## src/rtl/preamble_frame_sequencer.sv

```systemverilog
// Transmit-frame scheduler: preamble restart, preamble, sync word, payload, guard.
// Drives the preamble generator's reset/enable and one 4-bit valid/ready symbol stream.
module preamble_frame_sequencer #(
  parameter int          PRE_LEN   = 256,
  parameter logic [31:0] SYNC_WORD = 32'h1ACFFC1D,
  parameter int          GUARD_LEN = 16,
  parameter int          LEN_W     = 12
) (
  input  logic             clk,
  input  logic             reset,
  input  logic             i_start,
  input  logic [LEN_W-1:0] i_frame_len,
  output logic             o_busy,
  output logic             o_done,
  output logic             o_pre_rst,
  output logic             o_pre_en,
  input  logic [3:0]       i_pre_sym,
  input  logic [3:0]       i_pl_data,
  input  logic             i_pl_valid,
  output logic             o_pl_ready,
  output logic [3:0]       o_out_data,
  output logic             o_out_valid,
  input  logic             i_out_ready,
  output logic             o_out_sof,
  output logic             o_out_eof,
  output logic             o_underrun
);

  localparam int LEN_MAX = (1 << LEN_W) - 1;
  localparam int MAX_A   = (PRE_LEN > LEN_MAX) ? PRE_LEN : LEN_MAX;
  localparam int MAX_B   = (GUARD_LEN > MAX_A) ? GUARD_LEN : MAX_A;
  localparam int MAX_C   = (MAX_B > 8) ? MAX_B : 8;
  localparam int CNT_W   = $clog2(MAX_C + 1);

  localparam logic [CNT_W-1:0] PRE_LAST   = CNT_W'(PRE_LEN - 1);
  localparam logic [CNT_W-1:0] SYNC_LAST  = CNT_W'(7);
  localparam logic [CNT_W-1:0] GUARD_LAST = CNT_W'((GUARD_LEN > 0) ? GUARD_LEN - 1 : 0);
  localparam bit               HAS_GUARD  = (GUARD_LEN > 0);

  typedef enum logic [2:0] {
    S_IDLE,
    S_PRE_RST,
    S_PREAMBLE,
    S_SYNC,
    S_PAYLOAD,
    S_GUARD
  } state_t;

  state_t           r_state, w_state_nxt;
  logic [CNT_W-1:0] r_cnt, w_cnt_nxt;
  logic [LEN_W-1:0] r_len, w_len_nxt;
  logic [CNT_W-1:0] w_cnt_inc;
  logic [CNT_W-1:0] w_len_ext;
  logic [3:0]       w_sync_nib;
  logic             w_last;

  assign w_cnt_inc = r_cnt + CNT_W'(1);
  assign w_len_ext = CNT_W'(r_len);

  // Sync word goes out MSB nibble first, indexed by the beat counter.
  always_comb begin
    w_sync_nib = SYNC_WORD[31:28];
    case (r_cnt[2:0])
      3'd0: w_sync_nib = SYNC_WORD[31:28];
      3'd1: w_sync_nib = SYNC_WORD[27:24];
      3'd2: w_sync_nib = SYNC_WORD[23:20];
      3'd3: w_sync_nib = SYNC_WORD[19:16];
      3'd4: w_sync_nib = SYNC_WORD[15:12];
      3'd5: w_sync_nib = SYNC_WORD[11:8];
      3'd6: w_sync_nib = SYNC_WORD[7:4];
      3'd7: w_sync_nib = SYNC_WORD[3:0];
      default: w_sync_nib = SYNC_WORD[31:28];
    endcase
  end

  always_ff @(posedge clk) begin
    if (reset) begin
      r_state <= S_IDLE;
      r_cnt   <= '0;
      r_len   <= '0;
    end else begin
      r_state <= w_state_nxt;
      r_cnt   <= w_cnt_nxt;
      r_len   <= w_len_nxt;
    end
  end

  always_comb begin
    w_state_nxt = r_state;
    w_cnt_nxt   = r_cnt;
    w_len_nxt   = r_len;
    w_last      = 1'b0;
    o_busy      = (r_state != S_IDLE);
    o_pre_rst   = reset;
    o_pre_en    = 1'b0;
    o_pl_ready  = 1'b0;
    o_out_data  = 4'h0;
    o_out_valid = 1'b0;
    o_out_sof   = 1'b0;
    o_out_eof   = 1'b0;
    o_underrun  = 1'b0;

    case (r_state)
      S_IDLE: begin
        if (i_start) begin
          w_len_nxt   = i_frame_len;
          w_cnt_nxt   = '0;
          w_state_nxt = S_PRE_RST;
        end
      end

      S_PRE_RST: begin
        o_pre_rst   = 1'b1;
        w_cnt_nxt   = '0;
        w_state_nxt = S_PREAMBLE;
      end

      // Generator only advances on accepted beats so a stalled symbol holds.
      S_PREAMBLE: begin
        o_out_valid = 1'b1;
        o_out_data  = i_pre_sym;
        o_pre_en    = i_out_ready;
        o_out_sof   = (r_cnt == '0);
        if (i_out_ready) begin
          if (r_cnt == PRE_LAST) begin
            w_cnt_nxt   = '0;
            w_state_nxt = S_SYNC;
          end else begin
            w_cnt_nxt = w_cnt_inc;
          end
        end
      end

      S_SYNC: begin
        o_out_valid = 1'b1;
        o_out_data  = w_sync_nib;
        w_last      = (r_cnt == SYNC_LAST);
        o_out_eof   = w_last && (r_len == '0) && !HAS_GUARD;
        if (i_out_ready) begin
          if (w_last) begin
            w_cnt_nxt = '0;
            if (r_len != '0)
              w_state_nxt = S_PAYLOAD;
            else if (HAS_GUARD)
              w_state_nxt = S_GUARD;
            else
              w_state_nxt = S_IDLE;
          end else begin
            w_cnt_nxt = w_cnt_inc;
          end
        end
      end

      // Zero-latency pass-through; an empty source stalls the frame, no filler.
      S_PAYLOAD: begin
        o_out_valid = i_pl_valid;
        o_out_data  = i_pl_data;
        o_pl_ready  = i_pl_valid & i_out_ready;
        o_underrun  = ~i_pl_valid & i_out_ready;
        w_last      = (w_cnt_inc == w_len_ext);
        o_out_eof   = w_last && !HAS_GUARD && i_pl_valid;
        if (i_pl_valid && i_out_ready) begin
          if (w_last) begin
            w_cnt_nxt   = '0;
            w_state_nxt = HAS_GUARD ? S_GUARD : S_IDLE;
          end else begin
            w_cnt_nxt = w_cnt_inc;
          end
        end
      end

      S_GUARD: begin
        o_out_valid = 1'b1;
        o_out_data  = 4'h0;
        w_last      = (r_cnt == GUARD_LAST);
        o_out_eof   = w_last;
        if (i_out_ready) begin
          if (w_last) begin
            w_cnt_nxt   = '0;
            w_state_nxt = S_IDLE;
          end else begin
            w_cnt_nxt = w_cnt_inc;
          end
        end
      end

      default: begin
        w_cnt_nxt   = '0;
        w_state_nxt = S_IDLE;
      end
    endcase

    o_done = o_out_eof & o_out_valid & i_out_ready;
  end

endmodule
```

## config.mk

```make
export PLATFORM = sky130hd
export DESIGN_NAME = preamble_frame_sequencer
export DESIGN_NICKNAME = d
export VERILOG_FILES = /design/src/rtl/preamble_frame_sequencer.sv
export SDC_FILE = /design/constraint.sdc
export NUM_CORES = 1
export LEC_CHECK = 0
export ABC_AREA = 1
export CORE_UTILIZATION = 52
export DETAILED_ROUTE_END_ITERATION = 12
export PLACE_DENSITY = 0.8
export SYNTH_ARGS = -nofsm -noshare
export SYNTH_HDL_FRONTEND = slang
export SYNTH_SLANG_ARGS = --single-unit
```

## constraint.sdc

```tcl
create_clock -name clk -period 2.7 [get_ports clk]
set_clock_uncertainty 0.05 [all_clocks]
set_input_delay 0.81 -clock clk [delete_from_list [all_inputs] [get_ports clk]]
set_output_delay 0.81 -clock clk [all_outputs]
set_load 0.005 [all_outputs]
```

==> results.toml, run 1 <==
[run_status]
status = "completed"

[detailed_routing]
drt_iter0_markers = 186
wl_per_cell_um = 12.3
post_drt_via_cell_ratio = 5.15
num_vias = 2263
drtPass1Iterations = 4
routed_wirelength_um = 5410
drcViolationCount = 0
final_antenna_net_count = 0

[synthesis]
avgSynthCellArea_um2 = 6.14
yosysMostFrequentCell = "nand2_1"
synth-async-reset-ratio_pct = 0
ys_warn_count = 0
netlist_top_cells_count = "98 x nand2_1, 46 x inv_1, 34 x nand3_1, 31 x dfxtp_1"
syn_area_mm2 = 0.00203
synth_largest_area_cell = "dfxtp_1"
synth_ff_type = "dfxtp_1"
synth_edf_count = 0
syn_nets = 360
syn_inst = 330
yosysSeqAreaShare_pct = 30.6
yosysUniqueCellTypes = 30
synth_top_area_share_pct = 30.6
ys_seq_elements = 31
yosys-top-cells-area = "dfxtp_1 31%, nand2_1 18%, inv_1 8.5%"

[global_route]
grt_max_degree = 25
antenna_found_initial = 0
grt_pass1_vias = 2054
grt-ovfl-total = 0
grt_pass1_wl_um = 8940
grt_util_all_layers_pct = 28.2

[power]
p_per_area_mw_per_mm2 = 660
ir_drop_mv = 0.353
p_leak_nw = 1.31

[die]
dieWidth_um = 64.4
die_h_um = 64.4
rows = 22
design.core.area_mm2 = 0.00369
die_area_mm2 = 0.00415
io_pins = 38
start_util_pct = 55.0

[timing]
maxSlewHeadroom_pct = 63.9
hold_viol_final = 0
max_freq_ghz = 0.375
maxSlewViolCount = 0
whs_ns = 0.421
worst_pin_slew_ns = 0.536
timing.final.crit_share_pct = 98.8
setup_violations = 0
rsz0062_at_grt = "true"
min_period_ns = 2.67

[worst_setup_path]
regToRegStartpoint = "r_cnt[0]"
rr_worst_depth = 18
required_ns = 1.84
worstReg2RegEnd = "w_sync_nib[0]"
reg2reg_slack_ns = 0.14
cp-end-kind = "output pin"
cp.arrival_ns = 1.81
worst-path-max-fanout = 4
setup.worst_path.start_class = "flip-flop"
critPathKind = "reg2out"

[finish]
area_growth_syn_to_layout_pct = 35.1
nets = 420
drive_gt1_share_pct = 14.1
stdcell_count = 439
final_area_mm2 = 0.00274
insertedDiodeCount = 0

[hold_path]
min_from = "r_len[0]"
holdPathEnd = "r_len[0]"
whs_path_depth = 2
hold_class = "reg2reg"

[clocking]
cts_root_buf = "clkbuf_8"
clkSlewWorstSetupHoldPaths_ns = 0.06
cts_buffer_depth = 2
htree_levels = 2
cts_tree = "done"
postCtsHoldBufs = 0
cts_num_sinks = 31
clk_latency_ns = 0.28
numCtsBuffers = 5

[placed_design]
place_area_mm2 = 0.00258
dp_hpwl_um = 4070
dp.cells = 429
portBuffers = 37
gp_congestion = 0.876

[run]
drv_cap = 0
==> worst max-delay path, stage by stage (launching register included) <==
cell and delay [ns]:
dfxtp_4 0.38, inv_1 0.07, nor2_1 0.08, inv_1 0.09, nor2_2 0.15, nand3_1 0.09, nor2_1 0.12, clkdlybuf4s50_1 0.53
==> how the worst max path moves through the flow <==
stage | cells after the start | start | endpoint | slack, ns
final | 7 | r_state[1] | o_out_sof | 0.03
after CTS | 4 | r_cnt[9] | o_out_eof | 0.006
after floorplan | 20 | r_cnt[0] | w_sync_nib[0] | 0.27
after detailed placement | 4 | i_pl_valid | o_pl_ready | -0.24
after global routing | 7 | r_state[1] | o_out_sof | -0.08
after global placement | 4 | i_pl_valid | o_pl_ready | -0.22
==> placed cells by master (no fill, tap or decap) <==
cell type        Yosys  final
clkdlybuf4s50_1      0     25
nand2_1             98     96
clkbuf_8             0      7
dfxtp_2              0      4
buf_4                0     23
nor4_1               2      2
nor2_2               0      2
inv_1               46     46
dlymetal6s2s_1       0      2
nor2_1              26     24
nor3_1               4      2
nand4_1             13     13
ha_4                 0      1
o21ai_1              1      1
o211ai_1             1      1
or2_2                1      1
nand2_4              1      2
nand2_2              3      4
nor4_4               0      1
dlygate4sd2_1        0      9
o22ai_1              2      2
nand3_1             34     34
nand3b_1             1      1
nor2_4               2      2
clkbuf_1             5      1
a31oi_1              1      1
ha_1                 5      4
a21oi_1             26     26
dfxtp_4              0      1
clkbuf_2             0      1
inv_2                1      1
xnor2_1              1      1
dfxtp_1             31     26
nand3_2              2      2
xor2_1               1      1
o21ai_0             17     17
nor3_2               0      2
a21oi_4              1      1
clkinv_1             1      1
==> area by class of cell <==
type / instances / area [um^2]
clock buffers: 8 / 100
inverters: 48 / 180
flip-flops and latches: 31 / 629
multi-input cells: 244 / 1240
repair buffers: 60 / 532
fillers: 342 / 950
well taps: 48 / 60.1
==> cells by family (layout without fill, tap and decap cells) <==
group / after synthesis / in the layout / synth area share (%)
fa+ha+maj: 5 / 5 / 3.09
flops: 31 / 31 / 30.6
compound gates: 49 / 49 / 13.0
simple gates: 188 / 188 / 41.9
xor+xnor: 2 / 2 / 0.864
buf+inv: 55 / 116 / 10.6
==> flip-flops by register name, summed over array words and instances (netlist names) <==
| register | count |
|---|---|
| w_sync_nib | 4 |
| r_cnt | 12 |
| r_state | 3 |
| r_len | 12 |
==> per-stage QoR <==
stage / total power (W) / setup WS, ns / utilization [%] / setup TNS, ns
global route: 0.00194 / -0.0771 / 74.3 / -0.0771
CTS: 0.00180 / 0.00609 / 73.0 / 0
floorplan: 0.00108 / 0.268 / - / 0
detailed placement: 0.00141 / -0.243 / 69.9 / -1.44
global placement: 0.00140 / -0.220 / 69.9 / -1.20
finish: 0.00181 / 0.0334 / 74.3 / 0
==> power by group <==
part,total [W],internal [W],switching (W)
clock,0.000403,0.000232,0.000170
sequential,0.000601,0.000538,0.0000637
combinational,0.000803,0.000336,0.000467
total,0.00181,0.00111,0.000701
==> per-layer routing <==
metal | vias up | part of all wire [%] | GRT usage, %
met3 | 5 | 8.9 | 5.81
met4 | 0 | 1.1 | 9.44
met2 | 92 | 46 | 45.5
li1 | 1191 | - | -
met5 | - | 0 | 0
met1 | 975 | 45 | 37.4
==> what timing repair did <==
item | 4_1_cts | 5_1_grt
setup buffers | 0 | 2
endpoints found under the setup margin | 12 | 8
pin swaps | 1 | 3
gates resized for setup | 17 | 13
Power figures use the tool's default switching activity.
==> run 2: changes to the inputs <==
--- a/config.mk
+++ b/config.mk
@@ -7,6 +7,7 @@
 export LEC_CHECK = 0
 export ABC_AREA = 1
 export CORE_UTILIZATION = 52
+export CTS_CLUSTER_SIZE = 12
 export DETAILED_ROUTE_END_ITERATION = 12
 export PLACE_DENSITY = 0.8
 export SYNTH_ARGS = -nofsm -noshare
==> results of run 2 <==
Same layout as run 1: the final DEF is identical, and so are final timing and power.
==> run 3: changes to the inputs <==
--- a/config.mk
+++ b/config.mk
@@ -6,6 +6,7 @@
 export NUM_CORES = 1
 export LEC_CHECK = 0
 export ABC_AREA = 1
+export CAP_MARGIN = 20
 export CORE_UTILIZATION = 52
 export CTS_CLUSTER_SIZE = 12
 export DETAILED_ROUTE_END_ITERATION = 12
==> results of run 3 <==
Same layout as run 1: the final DEF is identical, and so are final timing and power.
